**src/rtl/instr_encoder_if.sv**
```systemverilog
// Request bus (instruction class + fields) and instruction-memory write port of instr_encoder.
interface instr_encoder_if #(
    parameter int ADDR_W = 8
);
    logic              i_valid;
    logic              o_ready;
    logic [3:0]        i_kind;
    logic [4:0]        i_rs;
    logic [4:0]        i_rt;
    logic [4:0]        i_rd;
    logic [4:0]        i_shamt;
    logic [5:0]        i_funct;
    logic [15:0]       i_imm;
    logic [25:0]       i_target;
    logic              o_we;
    logic [ADDR_W-1:0] o_addr;
    logic [31:0]       o_data;

    modport master (
        output i_valid, i_kind, i_rs, i_rt, i_rd, i_shamt, i_funct, i_imm, i_target,
        input  o_ready, o_we, o_addr, o_data
    );

    modport slave (
        input  i_valid, i_kind, i_rs, i_rt, i_rd, i_shamt, i_funct, i_imm, i_target,
        output o_ready, o_we, o_addr, o_data
    );
endinterface

```
**src/rtl/instr_encoder.sv**
```systemverilog
// MIPS instruction encoder/loader: accept at edge N, imem write pulse in cycle N+1, ready again in N+2.
// Backpressure: o_ready low during WRITE, while full, or while i_restart is asserted.
module instr_encoder #(
    parameter int          ADDR_W    = 8,
    parameter int unsigned BASE_ADDR = 0
) (
    input  logic            i_clk,
    input  logic            i_rst_n,
    input  logic            i_restart,
    instr_encoder_if.slave  bus,
    output logic [ADDR_W:0] o_count,
    output logic            o_err,
    output logic            o_full
);
    localparam logic [ADDR_W-1:0] BASE     = BASE_ADDR[ADDR_W-1:0];
    localparam logic [ADDR_W:0]   FULL_CNT = {1'b1, {ADDR_W{1'b0}}};

    typedef enum logic {S_IDLE, S_WRITE} state_t;

    state_t            r_state;
    logic              r_we;
    logic [ADDR_W-1:0] r_ptr;
    logic [ADDR_W-1:0] r_addr;
    logic [31:0]       r_data;
    logic [ADDR_W:0]   r_count;
    logic              r_err;
    logic              r_full;

    logic              w_ready;
    logic              w_legal;
    logic [5:0]        w_op;
    logic [31:0]       w_data;
    logic [ADDR_W:0]   w_count_nxt;

    always_comb begin
        w_legal = 1'b1;
        w_op    = 6'b000000;
        case (bus.i_kind)
            4'd0:    w_op = 6'b000000;
            4'd1:    w_op = 6'b001000;
            4'd2:    w_op = 6'b001001;
            4'd3:    w_op = 6'b001010;
            4'd4:    w_op = 6'b001100;
            4'd5:    w_op = 6'b001101;
            4'd6:    w_op = 6'b001110;
            4'd7:    w_op = 6'b100011;
            4'd8:    w_op = 6'b101011;
            4'd9:    w_op = 6'b000100;
            4'd10:   w_op = 6'b000101;
            4'd11:   w_op = 6'b000010;
            default: w_legal = 1'b0;
        endcase
    end

    // R-type and jump have their own layouts; every other legal class is {op, rs, rt, imm}.
    always_comb begin
        w_data = {w_op, bus.i_rs, bus.i_rt, bus.i_imm};
        if (bus.i_kind == 4'd0)
            w_data = {6'b000000, bus.i_rs, bus.i_rt, bus.i_rd, bus.i_shamt, bus.i_funct};
        else if (bus.i_kind == 4'd11)
            w_data = {6'b000010, bus.i_target};
    end

    assign w_ready     = (r_state == S_IDLE) && !r_full && !i_restart;
    assign w_count_nxt = r_count + 1'b1;

    always_ff @(posedge i_clk or negedge i_rst_n) begin
        if (!i_rst_n) begin
            r_state <= S_IDLE;
            r_we    <= 1'b0;
            r_ptr   <= BASE;
            r_addr  <= BASE;
            r_data  <= 32'd0;
            r_count <= '0;
            r_err   <= 1'b0;
            r_full  <= 1'b0;
        end else if (i_restart) begin
            r_state <= S_IDLE;
            r_we    <= 1'b0;
            r_ptr   <= BASE;
            r_addr  <= BASE;
            r_count <= '0;
            r_err   <= 1'b0;
            r_full  <= 1'b0;
        end else begin
            case (r_state)
                S_IDLE: begin
                    if (bus.i_valid && w_ready) begin
                        if (w_legal) begin
                            r_addr  <= r_ptr;
                            r_data  <= w_data;
                            r_we    <= 1'b1;
                            r_state <= S_WRITE;
                        end else begin
                            r_err <= 1'b1;
                        end
                    end
                end
                S_WRITE: begin
                    r_we    <= 1'b0;
                    r_ptr   <= r_ptr + 1'b1;
                    r_count <= w_count_nxt;
                    r_full  <= (w_count_nxt == FULL_CNT);
                    r_state <= S_IDLE;
                end
                default: r_state <= S_IDLE;
            endcase
        end
    end

    // Restart must kill a write already on the bus in the same cycle.
    assign bus.o_we    = r_we && !i_restart;
    assign bus.o_ready = w_ready;
    assign bus.o_addr  = r_addr;
    assign bus.o_data  = r_data;
    assign o_count     = r_count;
    assign o_err       = r_err;
    assign o_full      = r_full;
endmodule
```
**src/flat_wrapper.sv**
```systemverilog
// flat-port wrapper written by rule: the top's interface ports become plain ports
module instr_encoder_flat 
#(
    parameter int          ADDR_W    = 8,
    parameter int unsigned BASE_ADDR = 0
)
  (i_clk, i_rst_n, i_restart, o_count, o_err, o_full, bus_i_valid, bus_i_kind, bus_i_rs, bus_i_rt, bus_i_rd, bus_i_shamt, bus_i_funct, bus_i_imm, bus_i_target, bus_o_ready, bus_o_we, bus_o_addr, bus_o_data);
  instr_encoder_if #(.ADDR_W(ADDR_W)) bus_i ();
  input  logic i_clk;
  input  logic i_rst_n;
  input  logic i_restart;
  output logic [ADDR_W:0] o_count;
  output logic o_err;
  output logic o_full;
  input wire logic [$bits(bus_i.i_valid)-1:0] bus_i_valid;
  input wire logic [$bits(bus_i.i_kind)-1:0] bus_i_kind;
  input wire logic [$bits(bus_i.i_rs)-1:0] bus_i_rs;
  input wire logic [$bits(bus_i.i_rt)-1:0] bus_i_rt;
  input wire logic [$bits(bus_i.i_rd)-1:0] bus_i_rd;
  input wire logic [$bits(bus_i.i_shamt)-1:0] bus_i_shamt;
  input wire logic [$bits(bus_i.i_funct)-1:0] bus_i_funct;
  input wire logic [$bits(bus_i.i_imm)-1:0] bus_i_imm;
  input wire logic [$bits(bus_i.i_target)-1:0] bus_i_target;
  output wire logic [$bits(bus_i.o_ready)-1:0] bus_o_ready;
  output wire logic [$bits(bus_i.o_we)-1:0] bus_o_we;
  output wire logic [$bits(bus_i.o_addr)-1:0] bus_o_addr;
  output wire logic [$bits(bus_i.o_data)-1:0] bus_o_data;
  assign bus_i.i_valid = bus_i_valid;
  assign bus_i.i_kind = bus_i_kind;
  assign bus_i.i_rs = bus_i_rs;
  assign bus_i.i_rt = bus_i_rt;
  assign bus_i.i_rd = bus_i_rd;
  assign bus_i.i_shamt = bus_i_shamt;
  assign bus_i.i_funct = bus_i_funct;
  assign bus_i.i_imm = bus_i_imm;
  assign bus_i.i_target = bus_i_target;
  assign bus_o_ready = bus_i.o_ready;
  assign bus_o_we = bus_i.o_we;
  assign bus_o_addr = bus_i.o_addr;
  assign bus_o_data = bus_i.o_data;
  instr_encoder #(.ADDR_W(ADDR_W), .BASE_ADDR(BASE_ADDR)) u_core (.i_clk(i_clk), .i_rst_n(i_rst_n), .i_restart(i_restart), .bus(bus_i), .o_count(o_count), .o_err(o_err), .o_full(o_full));
endmodule
```
**config.mk**
```make
export PLATFORM = sky130hd
export DESIGN_NAME = instr_encoder_flat
export DESIGN_NICKNAME = d
export VERILOG_FILES = /design/src/rtl/instr_encoder_if.sv /design/src/rtl/instr_encoder.sv /design/src/flat_wrapper.sv
export SDC_FILE = /design/constraint.sdc
export NUM_CORES = 1
export LEC_CHECK = 0
export BUFFER_PORTS_ARGS = -buffer_cell sky130_fd_sc_hd__buf_2
export CAP_MARGIN = 20
export CELL_PAD_IN_SITES_DETAIL_PLACEMENT = 1
export CELL_PAD_IN_SITES_GLOBAL_PLACEMENT = 1
export CORE_AREA = 2 2 104 106
export CTS_CLUSTER_DIAMETER = 30
export DETAILED_ROUTE_END_ITERATION = 8
export DIE_AREA = 0 0 106 108
export PLACE_DENSITY_LB_ADDON = 0.1
export SLEW_MARGIN = 5
export SYNTH_ARGS = -nofsm -noshare
export SYNTH_HDL_FRONTEND = slang
export SYNTH_SLANG_ARGS = --single-unit
```
**constraint.sdc**
```tcl
create_clock -name i_clk -period 2.3 [get_ports i_clk]
set_input_delay 0.115 -clock i_clk [delete_from_list [all_inputs] [get_ports i_clk]]
set_output_delay 0.115 -clock i_clk [all_outputs]
set_load 0.1 [all_outputs]
```
======== After elaboration in Yosys (flattened, before gate mapping) ========
Cells that the tools add are included.
storage, ports and cells
  register bits after elaboration ......... 61
  input bits .............................. 76
  output and inout port bits .............. 53
cells by class
  bitwise gates (word level) .............. 2
  multiplexer cells ....................... 26
  reduce and logical (&&, ||, !) cells .... 15
  add/subtract/negate cells ............... 2
  eq/ne operators ......................... 16
operators with widths
  cell                                           count
  2-to-1 mux 32 bit                              2
  one-hot mux 6 bit (10 select lines)            1
  2-to-1 mux 8 bit                               6
  2-to-1 mux 9 bit                               2
  == test 4 x 3 -> 1 bit, second input constant  4
  == test 4 bit, second input constant           4
  2-to-1 mux 1 bit                               13
  OR reduction 12 bit                            1
  adder 9 x 1 -> 9 bit, second input constant    1
  == test 9 bit, second input constant           1
  adder 8 x 1 -> 8 bit, second input constant    1
  == test 4 x 2 -> 1 bit, second input constant  2
  AND reduction 3 bit                            2
  nonzero test 2 bit                             3
  == test 4 x 1 -> 1 bit, second input constant  1
  logical AND 1 bit                              4
  logical NOT 4 bit                              1
  != test 2 bit, second input constant           2
  one-hot mux 1 bit (2 select lines)             2
  AND reduction 4 bit                            1
  != test 3 x 2 -> 1 bit, second input constant  1
  != test 3 bit, second input constant           1
  logical NOT 1 bit                              2
  NOT 1 bit                                      2
  AND reduction 2 bit                            1

======== Longest topological paths before layout ========
  depth in word-level cells ............... 7
  depth in mapped cells ................... 8
  mapped depth without buffers ............ 5

======== Least setup slack after synthesis ========
No wires, ideal clock.
  kind .................................... register to output
  from .................................... register u_core.r_full, in the netlist u_core.o_full
  to ...................................... output port bus_o_ready
  arrival time ............................ 2.961 ns
  cell stages (with the launch flop) ...... 2
  setup slack ............................. -0.776 ns
  required time ........................... 2.185 ns
  cells stage by stage .................... dfrtp_1 > nor3_1
on the way
  word-level cells in the longest chain between the ends .. 3
ends and longest elaborated chain
  item                             line                  RTL
  from (decl)                      instr_encoder.sv:27   logic r_full;
  from (signal assigned)           instr_encoder.sv:103  r_full <= (w_count_nxt == FULL_CNT);
  logical NOT 1 bit                instr_encoder.sv:64   assign w_ready = (r_state == S_IDLE) && !r_full && !i_restart;
  logical AND 1 bit (2 in series)  instr_encoder.sv:64
  to (decl)                        flat_wrapper.sv:24    output wire logic [$bits(bus_i.o_ready)-1:0] bus_o_ready;
No other way between the ends.

======== Worst setup path after layout ========
  from .................................... register u_core.r_state
  to ...................................... output port bus_o_ready
on the way
  word-level cells in the longest chain between the ends .. 3
ends and longest elaborated chain
  item                             line                 RTL
  from (decl)                      instr_encoder.sv:20  state_t r_state;
  from (signal assigned)           instr_encoder.sv:69  r_state <= S_IDLE;
  from (signal assigned)           instr_encoder.sv:78  r_state <= S_IDLE;
  from (signal assigned)           instr_encoder.sv:93  r_state <= S_WRITE;
  NOT 1 bit (no line)              -
  logical AND 1 bit (2 in series)  instr_encoder.sv:64
No other way between the ends.

==> impl_metrics.toml <==
[setup_path]
cp_data_required_time_ps = 2180
r2r_cells = 6
path_max_fanout = 17
path_cells = "buf_4 > nor3_2 > buf_2"
slowest_delay_ps = 450
worstPathArrival_ps = 1610
worst-path-buf-inv = 2
critPathKind = "flop to output pin"
crit_cells = 3
cp_top_family = "buffers and inverters"
slowest_stage = "buf_2"
startpoint_type = "flop"
crit_path_end_kind = "output pin"

[sta]
fmax_mhz = 578
final.setup.tns_ps = 0
hold_viol_final = 0
finalCriticalPeriod_ps = 1730
setup_violations = 0
slew_violations = 0
skew_ps = 10.0
grt_setup_unrepaired = "no"
worst_pin_slew_ps = 792
slew_headroom_pct = 47.2
min_period_over_period_pct = 75.2

[clocking]
clkTransAtPathRegs_ps = 70
cts_tree = "done"
cts.sinks = 60
clock_latency_ps = 340
cts_root_buf = "clkbuf_8"
postCtsSetupRepairBufs = 0
cts_buffers = 9
ctsHtreeMaxLevel = 3
clk_path_buf_depth = 2

[routing]
drt-total-wl_um = 9330
wl_per_cell_um = 15.3
drtAntennaViolNets = 0
drtPass1Iterations = 4
drt_iter0_drc = 100
vias_per_cell = 4.80
vias = 2940
drc = 0

[global_routing]
grt_pass1_wl_um = 15600
antenna_found_initial = 0
grt_usage_pct = 17.5
grt_max_degree = 61
grt_overflow = 0
grt_pass1_vias = 3146

[power_and_ir_drop]
p_leak_nw = 2.01
max-vdd-ir-drop_v = 0.000389
powerDensity_nw_per_um2 = 880

[synth]
syn_area_um2 = 3040
syn_nets = 427
ys_warn_count = 0
ys_ff_latch = 60
yosysTopAreaCell = "dfrtp_1"
synth_top_cell_area_share_pct = 49.4
synth_edf_count = 0
synthTopCellsByArea = "dfrtp_1 49%, nand2_1 11%, o21ai_0 5.4%"
ys.flop_type = "dfrtp_1"
ys_seq_area_share_pct = 49.4
synth-async-reset-ratio_pct = 100
synth_cell_type_count = 46
synthCells = 349
synth.avg_cell_area_um2 = 8.72

[place]
place_congestion = 0.806
hpwl_um = 6550
dp.cells = 596
port_buffers = 127

[final_layout]
syn2layout_area_growth_pct = 30.4
antenna_cells = 0
layoutNonFillerInstCount = 612
layout-drive-gt1-share_pct = 32.6
final_nets = 550

[run_status]
status = "complete, no violations"

[floorplanning]
fp.dieArea_um2 = 11400
core-area_um2 = 10200
start_util_pct = 29.7
ios = 129
die_h_um = 108
die_w_um = 106
fp-row-count = 37

[min_path]
whs_path_depth = 3
hold_path_class = "input pin to flop"

[flow_run]
cap_violations = 0
[state kept, by name, indices dropped and copies added (netlist names)]
signal and count:
u_core.bus.o_addr 8, u_core.r_ptr 8, u_core.r_we 1, u_core.r_state 1
u_core.o_full 1, u_core.bus.o_data 31, u_core.o_err 1, u_core.o_count 9
[power by group]
part,switching [mW],internal (mW),leakage [nW],total [mW]
Clock,0.414,0.442,0.0893,0.856
Combinational,1.15,0.238,1.15,1.39
Sequential,0.0726,1.18,0.771,1.25
Total,1.64,1.86,2.01,3.49
[cell usage after synthesis, types with 4 or more instances]
cell type  instances
xor2_1             8
a31oi_1           12
nor2_1            30
buf_2              5
a21oi_1           10
nand2_1           91
nand4_1            5
xnor2_1            5
and3_1            17
nand3b_1           9
o21ai_0           33
inv_1              4
dfrtp_1           60
clkbuf_1          13
[final timing paths]
| check | startpoint | endpoint | slack [ps] |
|---|---|---|---|
| worst max-delay path | u_core.r_state | bus_o_ready | 570 |
| worst min register to register | u_core.r_we | u_core.r_we | 480 |
| max in group asynchronous | i_rst_n | u_core.o_count[0] | 1300 |
| worst max register to register | u_core.o_full | u_core.bus.o_data[22] | 590 |
| min in group asynchronous | i_rst_n | u_core.bus.o_data[7] | 480 |
| worst min-delay path | bus_i_rs[2] | u_core.bus.o_data[23] | 20 |
[layer usage]
layer / vias to the layer above / wire, µm / track usage [%]
met5: - / 0 / 0
met4: 0 / 153 / 5.64
li1: 1438 / - / -
met2: 74 / 4640 / 30.2
met1: 1415 / 4020 / 21.2
met3: 13 / 527 / 5.00
[logic make-up after synthesis]
family,share of synthesized area [%]
mux,0.658
xor+xnor,3.74
flops,49.4
fa+ha+maj,0.823
simple gates,26.7
other cells,0.123
buf+inv,5.18
compound gates,13.5
[cells in the final DEF, fill, tap and decap left out, types with 3 or more instances in the layout]
master	netlist	layout
a21oi_1	10	10
a31oi_1	12	12
and3_1	17	17
buf_2	5	127
buf_4	3	10
clkbuf_8	0	11
dfrtp_1	60	60
inv_1	4	4
nand2_1	91	91
nand3b_1	9	9
nand4_1	5	5
nor2_1	30	30
o21ai_0	33	33
o22ai_1	3	3
xnor2_1	5	5
xor2_1	8	8
[area by class of cell]
class / count / area [µm²]
timing repair buffer: 138 / 721
tap: 136 / 170
sequential: 60 / 1500
multi-input combinational: 258 / 1390
fill: 1269 / 6260
clock inverter: 2 / 10.0
clock buffer: 13 / 159
inverter: 5 / 18.8
[what timing repair did]
item                                   4_1_cts  5_1_grt
endpoints found under the hold margin       56        0
hold buffers                                 1        0
resized for setup                            0        0
[stage by stage]
stage / instance area (µm²) / util, % / hold slack [ps] / total power, mW / setup slack [ps]
3_3_place_gp: 3790 / 37.0 / 351 / 2.65 / 551
4_1_cts: 3970 / 38.8 / 5.10 / 3.55 / 540
3_5_place_dp: 3790 / 37.0 / 350 / 2.67 / 485
6_report: 3970 / 38.8 / 21.2 / 3.49 / 571
2_1_floorplan: 3050 / - / -181 / 2.37 / 89.2
5_1_grt: 3970 / 38.8 / 21.9 / 3.66 / 424
[tightest hold or removal path, cell delays in order]
cell and delay, ps:
buf_2 90, nand2_1 40, a31oi_1 70
Power figures use the tool's default switching activity.
